**config.mk**
```make
export PLATFORM = sky130hd
export DESIGN_NAME = ps2_kbd_uknc
export DESIGN_NICKNAME = d
export VERILOG_FILES = /design/src/rtl/uknc_kbd_pkg.sv /design/src/rtl/ps2_uknc_map.sv /design/src/rtl/ps2_kbd_uknc.sv
export SDC_FILE = /design/constraint.sdc
export NUM_CORES = 1
export LEC_CHECK = 0
export ABC_AREA = 1
export CAP_MARGIN = 20
export CORE_ASPECT_RATIO = 0.7
export CORE_MARGIN = 3
export CORE_UTILIZATION = 23
export DETAILED_ROUTE_END_ITERATION = 10
export DONT_BUFFER_PORTS = 1
export SLEW_MARGIN = 20
export SYNTH_ARGS = -nofsm -noshare
export SYNTH_HDL_FRONTEND = slang
export SYNTH_SLANG_ARGS = --single-unit
```
**constraint.sdc**
```tcl
create_clock -name pin_vm_clk_p -period 2.1 [get_ports pin_vm_clk_p]
set_input_delay 0 -clock pin_vm_clk_p [delete_from_list [all_inputs] [get_ports pin_vm_clk_p]]
set_output_delay 0 -clock pin_vm_clk_p [all_outputs]
set_load 0.05 [all_outputs]
```
**src/rtl/uknc_kbd_pkg.sv**
```systemverilog
// Shared constants for the PS/2 to UKNC keyboard bridge: decoder states,
// scan-code prefixes, bytes ignored between keystrokes and the key map.
package uknc_kbd_pkg;

    typedef enum logic [2:0] {
        ST_IDLE    = 3'd0,
        ST_EXT     = 3'd1,
        ST_BRK     = 3'd2,
        ST_EXT_BRK = 3'd3,
        ST_SKIP    = 3'd4
    } dec_state_t;

    localparam logic [7:0] PFX_EXT   = 8'hE0;
    localparam logic [7:0] PFX_BRK   = 8'hF0;
    localparam logic [7:0] PFX_PAUSE = 8'hE1;

    // Pause sends E1 followed by seven more bytes that carry no key.
    localparam logic [3:0] PAUSE_SKIP_LEN = 4'd7;

    localparam logic [7:0] IGN_BAT    = 8'hAA;
    localparam logic [7:0] IGN_ACK    = 8'hFA;
    localparam logic [7:0] IGN_ECHO   = 8'hEE;
    localparam logic [7:0] IGN_RESEND = 8'hFE;
    localparam logic [7:0] IGN_OVRUN  = 8'h00;

    function automatic logic is_ignored(input logic [7:0] b);
        return (b == IGN_BAT) || (b == IGN_ACK) || (b == IGN_ECHO) ||
               (b == IGN_RESEND) || (b == IGN_OVRUN);
    endfunction

    // Key is {extended, scan code}; a result of 0 means the key has no UKNC equivalent.
    function automatic logic [6:0] map_lookup(input logic [8:0] key);
        logic [6:0] code;
        code = 7'o000;
        case (key)
            {1'b0, 8'h1C}: code = 7'o072;
            {1'b0, 8'h5A}: code = 7'o153;
            {1'b1, 8'h75}: code = 7'o154;
            {1'b0, 8'h29}: code = 7'o113;
            default:       code = 7'o000;
        endcase
        return code;
    endfunction

endpackage

```
**src/rtl/ps2_uknc_map.sv**
```systemverilog
// Combinational scan-code to UKNC key-code translation.
module ps2_uknc_map
    import uknc_kbd_pkg::*;
(
    input  logic [8:0] key_i,
    output logic [6:0] code_o
);

    assign code_o = map_lookup(key_i);

endmodule

```
**src/rtl/ps2_kbd_uknc.sv**
```systemverilog
// PS/2 keyboard receiver: line conditioning, frame assembly and translation
// of make/break sequences into UKNC key codes.
module ps2_kbd_uknc
    import uknc_kbd_pkg::*;
#(
    parameter int FILT        = 8,
    parameter int TIMEOUT_CYC = 4000
) (
    input  logic       pin_vm_clk_p,
    input  logic       pin_vm_init_i,
    input  logic       ps2_clk,
    input  logic       ps2_dat,
    output logic [7:0] but_data,
    output logic       kbd_stb,
    output logic       kbd_err
);

    localparam int FW = $clog2(FILT + 1);
    localparam int TW = $clog2(TIMEOUT_CYC + 1);

    logic [1:0] raw_in;
    logic [1:0] line_f;

    assign raw_in = {ps2_dat, ps2_clk};

    genvar gi;
    generate
        for (gi = 0; gi < 2; gi++) begin : g_line
            logic          sync0_q, sync1_q, filt_q, filt_d;
            logic [FW-1:0] fcnt_q, fcnt_d;

            // Level only moves after FILT consecutive samples disagree with it.
            always_comb begin
                filt_d = filt_q;
                fcnt_d = '0;
                if (sync1_q != filt_q) begin
                    if (fcnt_q == FW'(FILT - 1)) begin
                        filt_d = sync1_q;
                    end else begin
                        fcnt_d = fcnt_q + 1'b1;
                    end
                end
            end

            always_ff @(posedge pin_vm_clk_p) begin
                if (pin_vm_init_i) begin
                    sync0_q <= 1'b1;
                    sync1_q <= 1'b1;
                    filt_q  <= 1'b1;
                    fcnt_q  <= '0;
                end else begin
                    sync0_q <= raw_in[gi];
                    sync1_q <= sync0_q;
                    filt_q  <= filt_d;
                    fcnt_q  <= fcnt_d;
                end
            end

            assign line_f[gi] = filt_q;
        end
    endgenerate

    logic clk_f, dat_f, clk_prev_q, ps2_fall;
    assign clk_f    = line_f[0];
    assign dat_f    = line_f[1];
    assign ps2_fall = clk_prev_q & ~clk_f;

    logic [3:0]    bit_cnt_q, bit_cnt_d;
    logic [8:0]    shift_q, shift_d;
    logic [TW-1:0] tmo_q, tmo_d;
    logic [7:0]    rx_byte_q, rx_byte_d;
    logic          rx_vld_q, rx_vld_d;
    logic          rx_err_q, rx_err_d;

    // shift_q collects data bits then parity; bit 8 is parity after nine shifts.
    always_comb begin
        bit_cnt_d = bit_cnt_q;
        shift_d   = shift_q;
        tmo_d     = tmo_q;
        rx_byte_d = rx_byte_q;
        rx_vld_d  = 1'b0;
        rx_err_d  = 1'b0;
        if (ps2_fall) begin
            tmo_d = '0;
            if (bit_cnt_q == 4'd0) begin
                if (!dat_f) begin
                    bit_cnt_d = 4'd1;
                end
            end else if (bit_cnt_q == 4'd10) begin
                bit_cnt_d = 4'd0;
                if (dat_f && (^shift_q)) begin
                    rx_vld_d  = 1'b1;
                    rx_byte_d = shift_q[7:0];
                end else begin
                    rx_err_d = 1'b1;
                end
            end else begin
                shift_d   = {dat_f, shift_q[8:1]};
                bit_cnt_d = bit_cnt_q + 4'd1;
            end
        end else if (bit_cnt_q != 4'd0) begin
            if (tmo_q == TW'(TIMEOUT_CYC - 1)) begin
                bit_cnt_d = 4'd0;
                tmo_d     = '0;
                rx_err_d  = 1'b1;
            end else begin
                tmo_d = tmo_q + 1'b1;
            end
        end else begin
            tmo_d = '0;
        end
    end

    always_ff @(posedge pin_vm_clk_p) begin
        if (pin_vm_init_i) begin
            clk_prev_q <= 1'b1;
            bit_cnt_q  <= 4'd0;
            shift_q    <= '0;
            tmo_q      <= '0;
            rx_byte_q  <= '0;
            rx_vld_q   <= 1'b0;
            rx_err_q   <= 1'b0;
        end else begin
            clk_prev_q <= clk_f;
            bit_cnt_q  <= bit_cnt_d;
            shift_q    <= shift_d;
            tmo_q      <= tmo_d;
            rx_byte_q  <= rx_byte_d;
            rx_vld_q   <= rx_vld_d;
            rx_err_q   <= rx_err_d;
        end
    end

    dec_state_t state_q;
    logic [3:0] skip_q;
    logic [6:0] held_code_q;
    logic       held_valid_q;
    logic [7:0] but_data_q;
    logic       kbd_stb_q, kbd_err_q;
    logic [6:0] map_code;
    logic       dec_ext, dec_brk;

    assign dec_ext = (state_q == ST_EXT) || (state_q == ST_EXT_BRK);
    assign dec_brk = (state_q == ST_BRK) || (state_q == ST_EXT_BRK);

    ps2_uknc_map u_map (
        .key_i  ({dec_ext, rx_byte_q}),
        .code_o (map_code)
    );

    // Errors are delayed one stage so they line up with kbd_stb timing;
    // a frame yields either a byte or an error, so the two never coincide.
    always_ff @(posedge pin_vm_clk_p) begin
        if (pin_vm_init_i) begin
            state_q      <= ST_IDLE;
            skip_q       <= 4'd0;
            held_code_q  <= 7'd0;
            held_valid_q <= 1'b0;
            but_data_q   <= 8'd0;
            kbd_stb_q    <= 1'b0;
            kbd_err_q    <= 1'b0;
        end else begin
            kbd_stb_q <= 1'b0;
            kbd_err_q <= rx_err_q;
            if (rx_vld_q) begin
                if (state_q == ST_SKIP) begin
                    skip_q <= skip_q - 4'd1;
                    if (skip_q == 4'd1) begin
                        state_q <= ST_IDLE;
                    end
                end else if (rx_byte_q == PFX_EXT) begin
                    if (state_q == ST_IDLE) begin
                        state_q <= ST_EXT;
                    end else if (state_q == ST_BRK) begin
                        state_q <= ST_EXT_BRK;
                    end
                end else if (rx_byte_q == PFX_BRK) begin
                    if (state_q == ST_IDLE) begin
                        state_q <= ST_BRK;
                    end else if (state_q == ST_EXT) begin
                        state_q <= ST_EXT_BRK;
                    end
                end else if ((rx_byte_q == PFX_PAUSE) && (state_q == ST_IDLE)) begin
                    state_q <= ST_SKIP;
                    skip_q  <= PAUSE_SKIP_LEN;
                end else if (is_ignored(rx_byte_q) && (state_q == ST_IDLE)) begin
                    state_q <= ST_IDLE;
                end else begin
                    state_q <= ST_IDLE;
                    if (map_code != 7'd0) begin
                        if (!dec_brk) begin
                            if (!held_valid_q || (map_code != held_code_q)) begin
                                but_data_q   <= {1'b0, map_code};
                                held_code_q  <= map_code;
                                held_valid_q <= 1'b1;
                                kbd_stb_q    <= 1'b1;
                            end
                        end else if (held_valid_q && (map_code == held_code_q)) begin
                            but_data_q   <= {1'b1, map_code};
                            held_valid_q <= 1'b0;
                            kbd_stb_q    <= 1'b1;
                        end
                    end
                end
            end
        end
    end

    assign but_data = but_data_q;
    assign kbd_stb  = kbd_stb_q;
    assign kbd_err  = kbd_err_q;

endmodule

```
Yosys cells after proc, flatten, opt, wreduce, memory -nomap -nowiden
Index checks and enable logic that the tools add are counted.
{ "op_classes": {"addsub": 5, "n_eq_ne": 31, "mux": 36, "bitwise": 16, "reduce_logical": 36} }
{ "ops": {"columns": ["cell", "n"], "rows": [
  ["== test 8 bit (second input constant)", 7],
  ["2-to-1 mux 4 bit", 10],
  ["one-hot mux 7 bit (4 select lines)", 1],
  ["2-to-1 mux 3 bit", 9],
  ["2-to-1 mux 8 bit", 3],
  ["AND reduction 9 bit", 2],
  ["NOT 1 bit", 15],
  ["2-to-1 mux 1 bit", 13],
  ["adder 12 x 1 -> 12 bit (second input constant)", 1],
  ["adder 4 x 1 -> 4 bit (second input constant)", 3],
  ["== test 12 bit (second input constant)", 1],
  ["AND reduction 4 bit", 3],
  ["== test 9 x 5 -> 1 bit (second input constant)", 1],
  ["== test 9 x 6 -> 1 bit (second input constant)", 1],
  ["== test 9 x 7 -> 1 bit (second input constant)", 1],
  ["== test 9 bit (second input constant)", 1],
  ["parity 9 bit", 1],
  ["== test 4 x 3 -> 1 bit (second input constant)", 2],
  ["logical NOT 8 bit", 1],
  ["nonzero test 2 bit", 4],
  ["OR reduction 4 bit", 2],
  ["OR reduction 8 bit", 1],
  ["== test 7 bit", 1],
  ["logical OR 1 bit", 7],
  ["23 further kinds", 33]
]} }
{ "word_totals": {"ff_bits": 75, "wordCells": 146} }

Longest topological paths before layout
Gate-level depths: netlist (run 1).
{ "depth": {"ltp_word": 8, "ltp_mapped": 17} }

By module
Synthesis (run 1) repeated with hierarchy kept, for this count alone.
{ "unflattened": {"cells_unflattened": 542, "area_unflattened_um2": 3726.1} }
{ "by_module_without_submodules": {"columns": ["module", "instances", "cells_each", "area_each_um2"], "rows": [
  ["ps2_kbd_uknc", 1, 498, 3543.4],
  ["ps2_uknc_map", 1, 44, 182.7]
]} }

Worst setup path after synthesis (run 1)
Ideal clock, no wire load.
{ "synth_timing": {"kind": "register to register", "start": "register state_q[0]", "end": "register but_data_q[4], in the netlist but_data[4]", "setup_time_ns": 0.115, "t_arrival_ns": 1.616, "path_slack_ns": 0.369, "stages_incl_launch_ff": 15, "n_path_buf": 1, "synth_period_minus_slack_ns": 1.731, "cell_sequence": "dfxtp_1 > inv_2 > nor2_4 > inv_2 > nand2_2 > nand2_2 > o21ai_2 > nand2_2 > nor2_4 > nand3_2 > nand2_2 > nand2_2 > buf_6 > nor2_1 > nor2_2"} }
{ "synth_via": {"elab_chain_len": 8, "word_cells_on_any_way": 28, "classes_between": "eq/ne: 11; mux: 4; bitwise: 3; reduce/logical: 10"} }
{ "synth_lines": {"columns": ["item", "line_no", "source"], "rows": [
  ["start: declaration", "ps2_kbd_uknc.sv:134", "dec_state_t state_q;"],
  ["start signal: assignment", "ps2_kbd_uknc.sv:155", "state_q <= ST_IDLE;"],
  ["start signal: assignment", "ps2_kbd_uknc.sv:169", "state_q <= ST_IDLE;"],
  ["start signal: assignment", "ps2_kbd_uknc.sv:173", "state_q <= ST_EXT;"],
  ["== test 3 x 1 -> 1 bit or == test 3 x 2 -> 1 bit (tied branches)", "ps2_kbd_uknc.sv:143, ps2_kbd_uknc.sv:144", null],
  ["logical OR 1 bit", "ps2_kbd_uknc.sv:143", "assign dec_ext = (state_q == ST_EXT) || (state_q == ST_EXT_BRK);"],
  ["== test 9 x 6 -> 1 bit (tied with other cells)", "uknc_kbd_pkg.sv:35", "case (key)"],
  ["one-hot mux 7 bit (4 select lines)", "uknc_kbd_pkg.sv:35", null],
  ["== test 7 bit or != test 7 bit (tied branches)", "ps2_kbd_uknc.sv:198, ps2_kbd_uknc.sv:192", null],
  ["logical AND 1 bit or logical OR 1 bit (tied branches)", "ps2_kbd_uknc.sv:198, ps2_kbd_uknc.sv:192", null],
  ["!= test 2 x 1 -> 1 bit (no source line) or nonzero test 2 bit (tied branches)", null, null],
  ["AND reduction 9 bit (no source line)", null, null],
  ["end signal: assignment", "ps2_kbd_uknc.sv:193", "but_data_q <= {1'b0, map_code};"],
  ["end signal: assignment", "ps2_kbd_uknc.sv:199", "but_data_q <= {1'b1, map_code};"],
  ["end: declaration", "ps2_kbd_uknc.sv:138", "logic [7:0] but_data_q;"]
]} }
Parallel ways exist; a longest one is shown, timed or not. The select of a mux whose other input is x is not followed.
A chain may end at the register's enable or synchronous reset.

Worst setup path in the final report (run 1)
{ "layout_timing": {"start": "register rx_byte_q[5]", "end": "register held_code_q[4]"} }
{ "layout_via": {"elab_chain_len": 8, "word_cells_on_any_way": 27, "classes_between": "eq/ne: 12; mux: 1; bitwise: 4; reduce/logical: 10"} }
{ "layout_lines": {"columns": ["item", "line_no", "source"], "rows": [
  ["start: declaration", "ps2_kbd_uknc.sv:71", "logic [7:0] rx_byte_q, rx_byte_d;"],
  ["start signal: assignment", "ps2_kbd_uknc.sv:128", "rx_byte_q <= rx_byte_d;"],
  ["parallel branches: the longest is 8 deep, another holds == test 9 x 6 -> 1 bit", null, null],
  ["end signal: assignment", "ps2_kbd_uknc.sv:194", "held_code_q <= map_code;"],
  ["end: declaration", "ps2_kbd_uknc.sv:136", "logic [6:0] held_code_q;"]
]} }
Several ways; the timed one is not identified.

==> reports/results.ini, run 1 <==
[clocking]
clkTransAtPathRegs_ns = 0.06
clock-root-buffer = clkbuf_16
cts_setup_buffers = 0
numClockSinks = 75
ctsLongestPathBuffers = 2
cts_inserted_buffers = 9
cts_tree = built
h-tree-depth = 3
clkLatencyLatePin_ns = 0.33

[layout]
nets = 513
drive_gt1_frac = 0.155
seqCellArea_sq_um = 1510
num_antenna_cells = 0
syn_to_final_growth_pct = 17.4
num-fill-cells = 1609
multi_input_area_sq_um = 1790

[timing]
final_hold_viol_count = 0
maxSlewViolCount = 0
layout_min_cycle_time_ns = 1.92
setup_viol = 0
fin_setup_tns_ns = 0
relSlewSlack = 0.538
rsz0062_at_grt = no
tightestPinTransition_ns = 0.691
timing.hold.ws_ns = 0.294
fin_crit_sh = 0.912
fin_ws_ns = 0.185
fmax_ghz = 0.522
clock_skew_ns = 0.00571

[logic_synthesis]
synthArstFlopShare = 0
synth_xor_area_frac = 0.0245
synth_cells = 493
synth_area_leaders = dfxtp_1 (42%), nor2_1 (9.6%), nand2_1 (8.0%)
avgSynthCellArea_sq_um = 7.26
synth_nets = 502
synth_top_area_frac = 0.419
synthTopCellsByCount = nor2_1 (92), nand2_1 (76), dfxtp_1 (75)
post-synth-top-area-cell = dfxtp_1
synth_warnings = 0
synth-compound-area-share = 0.108
synth_top_family_by_area = simple AND/OR/NAND/NOR gates
synth_seq_cells = 75
synth_fa_ha_area_frac = 0.0175
synthSimpleGateAreaFrac = 0.340
syn_area_sq_um = 3580
synthFlopType = dfxtp_1
yosysSeqAreaShare = 0.419
yosysMostFrequentCell = nor2_1
synth.distinct_cells = 40
synth_edf_count = 0
muxShareOfSynthArea = 0

[drt]
drt_drc_violations_left = 0
drt-pass1-iter-count = 4
wl_microns = 7020
via_per_inst = 4.12
drtIter0Drc = 176
wl_per_cell_microns = 9.97
ant_nets = 0
vias = 2897

[grt]
grt_pass1_wl_microns = 12300
grt_usage = 0.0870
antenna_found_initial = 0
first_global_vias = 2611
grt-ovfl-total = 0
grt_max_degree = 42

[pwr]
p_leak_nw = 1.70
p_per_area_nw_per_um2 = 725
peakVddDrop_v = 0.000363

[placement]
io_buffers = 0
place_congestion = 0.821
pre_cts_ws_ns = 0.109
dp_hpwl_microns = 5120

[setup_path]
worstSetupEndpointType = register
worst_path_largest_cell_delay_ns = 0.41
cp.arrival_ns = 2.14
path_cells = nand2_1, nor2_2, nand3_4, nand2_2, nor2_4, nor2_1, inv_1, nor2_2, nand2_4, buf_6, o21ai_0, nor2_1
crit_required_ns = 2.33
crit_type = reg2reg
start_kind = register
cp_max_fo = 9
cp_slowest_cell = dfxtp_1

[floorplanning]
core_sq_um = 15000
die_y_microns = 110
ios = 14
die_area_sq_um = 17100
initial_core_util = 0.239
die_w_microns = 155
core.rowCount = 37

[job]
max_cap_violations = 0

[worst_hold_path]
min_path_type = in2reg

[outcome]
outcome = complete, no violations

-- state kept, by name, indices dropped and copies added (netlist names) --
register / flops
g_line.sync0_q: 2
bit_cnt_q: 4
state_q: 3
clk_prev_q: 1
g_line.fcnt_q: 8
shift_q: 9
held_code_q: 7
clk_f: 1
rx_err_q: 1
skip_q: 4
dat_f: 1
kbd_stb: 1
but_data: 8
rx_vld_q: 1
tmo_q: 12
held_valid_q: 1
rx_byte_q: 8
kbd_err: 1
g_line.sync1_q: 2
-- what timing repair did --
action | in CTS | in global routing
setup endpoints to repair | 0 | 16
hold buffers | 3 | 0
gates resized for setup | 0 | 15
endpoints found under the hold margin | 23 | 0
-- cells by family after synthesis --
kind of cell	count (synthesis)
xor+xnor	10
buf+inv	83
compound gates	67
flops	75
fa+ha+maj	5
simple gates	253
-- final timing paths --
path | from | to | slack (ns) | depth (start not counted)
max | rx_byte_q[5] | held_code_q[4] | 0.18 | 12
min | ps2_clk | g_line[0].sync0_q | 0.29 | 2
max reg2reg | rx_byte_q[5] | held_code_q[4] | 0.18 | 12
min reg2reg | rx_err_q | kbd_err | 0.40 | 2
-- metrics by stage --
| step | total power [mW] | instances | instance area (sq um) | util |
|---|---|---|---|---|
| 6_report | 3.05 | 704 | 4200 | 0.281 |
| 5_1_grt | 3.17 | 704 | 4200 | 0.281 |
| 4_1_cts | 3.10 | 704 | 4160 | 0.278 |
| 3_5_place_dp | 1.49 | 685 | 3820 | 0.256 |
| 3_3_place_gp | 1.49 | 685 | 3820 | 0.256 |
| 2_1_floorplan | 1.49 | 493 | 3580 | - |
-- placed cells by master (no fill, tap or decap), drive strengths merged --
cell and instances:
a21boi 1, clkinvlp 2, nor3b 4, clkbuf 9, a31oi 3, bufinv 1, a211oi 2, o21ai 33
ha 5, xor2 5, nor3 12, nor2 109, nand3 26, a21oi 17, nand4 7, nor4 2
o221ai 2, o211ai 4, o211a 1, or2 5, o311ai 1, xnor2 5, dlygate4sd3 3, nand2 87
buf 6, inv 77, and3 1, o21a 2, a2111oi 1, clkinv 1, dfxtp 75
-- worst max-delay path, delay by kind of cell (launching register included) --
family                 cells  cell delay (ns)
AO/OA/AOI/OAI              1             0.15
flip-flops                 1             0.41
AND/OR/NAND/NOR            9             1.02
buffers and inverters      2             0.22
-- per-layer routing --
metal,global-route usage,vias up,part of all wire
met3,0.0285,3,0.035
met2,0.118,34,0.38
met5,0,-,0
li1,-,1591,-
met4,0.0246,0,0.0057
met1,0.129,1269,0.58
-- power breakdown --
group | switching [mW] | internal [mW] | leakage (nW)
clock network | 0.635 | 0.940 | 0.145
logic | 0.0280 | 0.0149 | 0.946
registers | 0.00210 | 1.43 | 0.608
total | 0.665 | 2.38 | 1.70
-- final cells by class --
type | instances | share of cell area
clock buffers | 9 | 0.0536
clock inverters | 7 | 0.0196
inverters | 74 | 0.0661
multi-input cells | 335 | 0.425
flip-flops and latches | 75 | 0.359
well taps | 195 | 0.0581
repair buffers | 9 | 0.0188
Power figures use the tool's default switching activity.
==> run 2: changes to the inputs <==
Settings changed: CORE_UTILIZATION 23 to 50, GPL_TIMING_DRIVEN set to 0.
==> run 2 against run 1 <==
Routed wire length up 4.2%. Clock power down 23%. Via count up 2.9%. Flip-flop and latch count unchanged. Setup slack worse by 0.055 ns. Sequential share of layout area up 1.3 points. Combinational power up 17%. Critical path type unchanged. Largest power group is now sequential cells.
==> reports/results.ini, run 2 (synthesized netlist as in run 1, its figures left out) <==
[pwr]
p_leak_nw = 1.65
p_int_mw = 2.11
switching_power_mw = 0.572
pwr-share-seq = 0.531
p_total_mw = 2.68
p_per_area_nw_per_um2 = 657
switching_share = 0.213
power_frac_comb = 0.019
peakVddDrop_v = 0.000437
pwr-share-clk = 0.450

[layout]
multi_input_area_sq_um = 1830
seqCellArea_sq_um = 1520
layout_common_cells = nor2_1 (89), nand2_1 (73), inv_1 (66), dfxtp_1 (66), o21ai_0 (29)
finalNonFillerCells = 610
regMostFlops = tmo_q
num-fill-cells = 632
largest_register_ffs = 12
num_antenna_cells = 0
nets = 520
top_regs = tmo_q x12, shift_q x9
syn_to_final_growth_pct = 14.2
final_common_cell = nor2_1
drive_gt1_frac = 0.171

[timing]
final_hold_viol_count = 0
layout_min_cycle_time_ns = 1.97
rsz0062_at_grt = yes
setup_viol = 0
fin_crit_sh = 0.938
relSlewSlack = 0.567
clock_skew_ns = 0.00880
timing.hold.ws_ns = 0.161
tightestPinTransition_ns = 0.649
maxSlewViolCount = 0
fmax_ghz = 0.508

[worst_hold_path]
min_to = kbd_err
hold_path_depth = 2
hold_start = pin_vm_init_i
min_path_type = in2reg

[grt]
grt_usage = 0.192
grt_pass1_wl_microns = 12600
antenna_found_initial = 0
grt-ovfl-total = 0
grt_max_degree = 14
first_global_vias = 2684

[setup_path]
cp_common_cell = nand2_2
worstSetupEndpointType = register
worst_path_largest_cell_delay_ns = 0.35
crit_type = reg2reg
r2r-start = state_q[0]
cp_slowest_cell = dfxtp_2
path_cells = inv_2, nor2_4, inv_4, nand3_4, nand2_2, o21ai_2, nand2_2, nor2_4, nand3_2, nand2_2, nand2_4, buf_6, nor2_1, nor2_2
crit_buf_inv = 3
crit_required_ns = 2.35
start_kind = register
ff2ff_path_depth = 14
cp_max_fo = 8
reg2reg_to = but_data[4]
cp.arrival_ns = 2.22
r2r_slack_ns = 0.13
critical_path.top_delay_family = simple AND/OR/NAND/NOR gates

[drt]
vias = 2980
drt_drc_violations_left = 0
drt-pass1-iter-count = 4
wl_per_cell_microns = 12.0
drtIter0Drc = 132
via_per_inst = 4.89
ant_nets = 0
wl_microns = 7320

[floorplanning]
core.rowCount = 25
die_w_microns = 107
die_y_microns = 76.8
ios = 14
initial_core_util = 0.523
die_area_sq_um = 8230
core_sq_um = 6850

[clocking]
numClockSinks = 75
clkTransAtPathRegs_ns = 0.08
ctsLongestPathBuffers = 2
cts_tree = built
clkLatencyLatePin_ns = 0.35
clock-root-buffer = clkbuf_8
cts_inserted_buffers = 9
h-tree-depth = 3

[job]
max_cap_violations = 0

[placement]
dp_hpwl_microns = 5460
io_buffers = 0
place_congestion = 0.831
dp.cells = 587

[outcome]
outcome = complete, no violations

-- run 2: repair_timing --
action                                  in CTS  in global routing
hold buffers                                 5                  0
buffers inserted                             0                  2
hold endpoints to repair                    14                  0
endpoints found under the setup margin       0                 33
resized for setup                            0                 36
-- run 2: through the flow --
step	area [sq um]	worst slack (ns)	setup TNS, ns	utilization
finish	4090	0.130	0	0.597
global route	4090	-0.0201	-0.0708	0.597
CTS	3970	0.0120	0	0.579
detailed placement	3700	0.0222	0	0.540
global placement	3700	0.0919	0	0.540
floorplan	3580	0.369	0	-
-- run 2: layout make-up --
type	instances	area share
well taps	94	0.0288
clock buffers	10	0.0312
flip-flops and latches	75	0.371
repair buffers	8	0.0187
clock inverters	6	0.0220
multi-input cells	335	0.449
inverters	74	0.0686
plain buffers	8	0.0104
-- run 2: worst max path at each step --
stage,from,to,slack [ns],depth (start not counted)
5_1_grt,state_q[0],held_code_q[1],-0.02,13
3_3_place_gp,rx_byte_q[4],but_data[4],0.09,14
4_1_cts,rx_byte_q[4],but_data[6],0.01,14
3_5_place_dp,rx_byte_q[4],but_data[4],0.02,14
6_report,state_q[0],but_data[4],0.13,14
2_1_floorplan,state_q[0],but_data[4],0.37,14
-- run 2: power groups by stage --
stage / combinational, mW / sequential, mW / clock [mW]
after CTS: 0.0506 / 1.43 / 1.26
after global placement: 0.0411 / 1.46 / 0
final: 0.0504 / 1.42 / 1.21
after floorplan: 0.0296 / 1.46 / 0
after global routing: 0.0579 / 1.43 / 1.32
after detailed placement: 0.0417 / 1.46 / 0
-- run 2: metal layers --
layer | vias up | global-route usage | routed length [microns]
li1 | 1605 | - | -
met5 | - | 0 | 0
met2 | 38 | 0.263 | 2860
met3 | 8 | 0.0563 | 281
met4 | 0 | 0.0613 | 88
met1 | 1329 | 0.285 | 4080
==> run 3: changes to the inputs <==
Settings changed: CELL_PAD_IN_SITES_DETAIL_PLACEMENT set to 0, CELL_PAD_IN_SITES_GLOBAL_PLACEMENT set to 2, CORE_UTILIZATION 50 to 37, PLACE_DENSITY_LB_ADDON set to 0.1.
Clock period 2.1 ns to 2 ns, I/O delays scaled along.
==> run 3 against run 2 <==
Utilization decreased by 11 points. Sequential power increased by 6%. Via count increased by 1.1%. Register-to-register slack got worse by 0.10 ns. Critical path depth unchanged. Clock skew decreased by 0.0046 ns. First-iteration DRC count increased by 3.8%. Critical endpoint is now but_data[3].
==> reports/results.ini, run 3 (synthesized netlist as in run 1, its figures left out) <==
[outcome]
outcome = complete, no violations

[layout]
design_area_sq_um = 4480
regMostFlops = tmo_q
num_antenna_cells = 0
syn_to_final_growth_pct = 25.3
nets = 532
layout_common_cells = nor2_1 (85), dfxtp_1 (65), inv_1 (63)
final_common_cell = nor2_1
finalNonFillerCells = 652
num-fill-cells = 958
drive_gt1_frac = 0.235
largest_register_ffs = 12
utilization = 0.485
top_regs = tmo_q x12, shift_q x9

[pwr]
p_per_area_nw_per_um2 = 723
peakVddDrop_v = 0.000423
p_total_mw = 3.24
p_leak_nw = 1.79

[setup_path]
cp_max_fo = 8
crit_type = reg2reg
reg2reg_to = but_data[3]
worstSetupEndpointType = register
ff2ff_path_depth = 14
cp_slowest_cell = dfxtp_2
start_kind = register
crit_required_ns = 2.24
r2r_slack_ns = 0.03
path_cells = inv_2, nor2_4, inv_2, nand3_4, nand3_2, nand2_1, nand2_1, nor2_4, nand3_4, nand2_4, nand2_4, buf_6, o21ai_2, inv_1
cp.arrival_ns = 2.21
worst_path_largest_cell_delay_ns = 0.33
r2r-start = state_q[0]

[placement]
dp_hpwl_microns = 5500
io_buffers = 0
pre_cts_ws_ns = -0.148
dp.cells = 617
place_congestion = 0.727
placedInstanceArea_sq_um = 3730

[clocking]
ctsLongestPathBuffers = 2
clock-root-buffer = clkbuf_16
clkTransAtPathRegs_ns = 0.06
h-tree-depth = 3
clkLatencyLatePin_ns = 0.34
numClockSinks = 75
cts_inserted_buffers = 9
cts_tree = built

[floorplanning]
initial_core_util = 0.387
core.rowCount = 29
die_y_microns = 88.3
die_w_microns = 124
die_area_sq_um = 10900
ios = 14
core_sq_um = 9250

[timing]
final_hold_viol_count = 0
rsz0062_at_grt = yes
maxSlewViolCount = 0
fin_setup_tns_ns = 0
clock_skew_ns = 0.00418
timing.hold.ws_ns = 0.153
fin_crit_sh = 0.987
setup_viol = 0
relSlewSlack = 0.570
fmax_ghz = 0.507
tightestPinTransition_ns = 0.646
layout_min_cycle_time_ns = 1.97
fin_ws_ns = 0.0257

[grt]
first_global_vias = 2690
antenna_found_initial = 0
grt-ovfl-total = 0
grt_pass1_wl_microns = 12900
grt_usage = 0.155
grt_max_degree = 13

[worst_hold_path]
min_to = rx_vld_q
hold_start = pin_vm_init_i
min_path_type = in2reg
hold_path_depth = 2

[drt]
vias = 3013
wl_microns = 7930
drtIter0Drc = 137
ant_nets = 0
drt-pass1-iter-count = 4
via_per_inst = 4.62
drt_drc_violations_left = 0
wl_per_cell_microns = 12.2

[job]
max_cap_violations = 0

==> run 3: final cells by class <==
class,count,area [sq um],share of cell area
Clock buffer,12,267,0.0594
Buffer,8,51.3,0.0114
Timing Repair Buffer,20,199,0.0444
Multi-Input combinational cell,335,1960,0.436
Tap cell,124,155,0.0346
Sequential cell,75,1530,0.340
Clock inverter,4,47.5,0.0106
Inverter,74,283,0.0631
==> run 3: worst max-delay path by stage <==
stage | start | endpoint | slack, ns | cells after the start
6_report | state_q[0] | but_data[3] | 0.03 | 14
3_3_place_gp | rx_byte_q[5] | but_data[4] | -0.11 | 14
5_1_grt | state_q[0] | but_data[6] | -0.14 | 15
4_1_cts | rx_byte_q[7] | but_data[5] | -0.01 | 15
3_5_place_dp | tmo_q[0] | bit_cnt_q[3] | -0.15 | 8
2_1_floorplan | state_q[0] | but_data[4] | 0.27 | 14
==> run 3: critical path: cells and delay by family (launching register included) <==
kind                   cells  cell delay (ns)
DFF                        1             0.33
and+or+nand+nor            9             1.13
buffers and inverters      4             0.32
AOI/OAI and AO/OA          1             0.10
==> run 3: what timing repair did <==
| item | CTS | global route |
|---|---|---|
| gates cloned | 0 | 2 |
| hold buffers | 8 | 0 |
| hold endpoints to repair | 13 | 0 |
| pin swaps | 1 | 24 |
| resized for setup | 6 | 80 |
| setup endpoints to repair | 27 | 38 |
| setup buffers | 2 | 8 |
==> run 3: where the power goes <==
group | internal, mW | switching (mW)
registers | 1.49 | 0.00288
logic | 0.0227 | 0.0345
clock network | 1.06 | 0.629
==> run 3: routing by layer <==
layer | vias to the layer above | track usage | part of all wire
met3 | 11 | 0.0569 | 0.038
met2 | 32 | 0.227 | 0.42
met4 | 0 | 0.0482 | 0.015
met5 | - | 0 | 0
met1 | 1340 | 0.212 | 0.53
li1 | 1630 | - | -
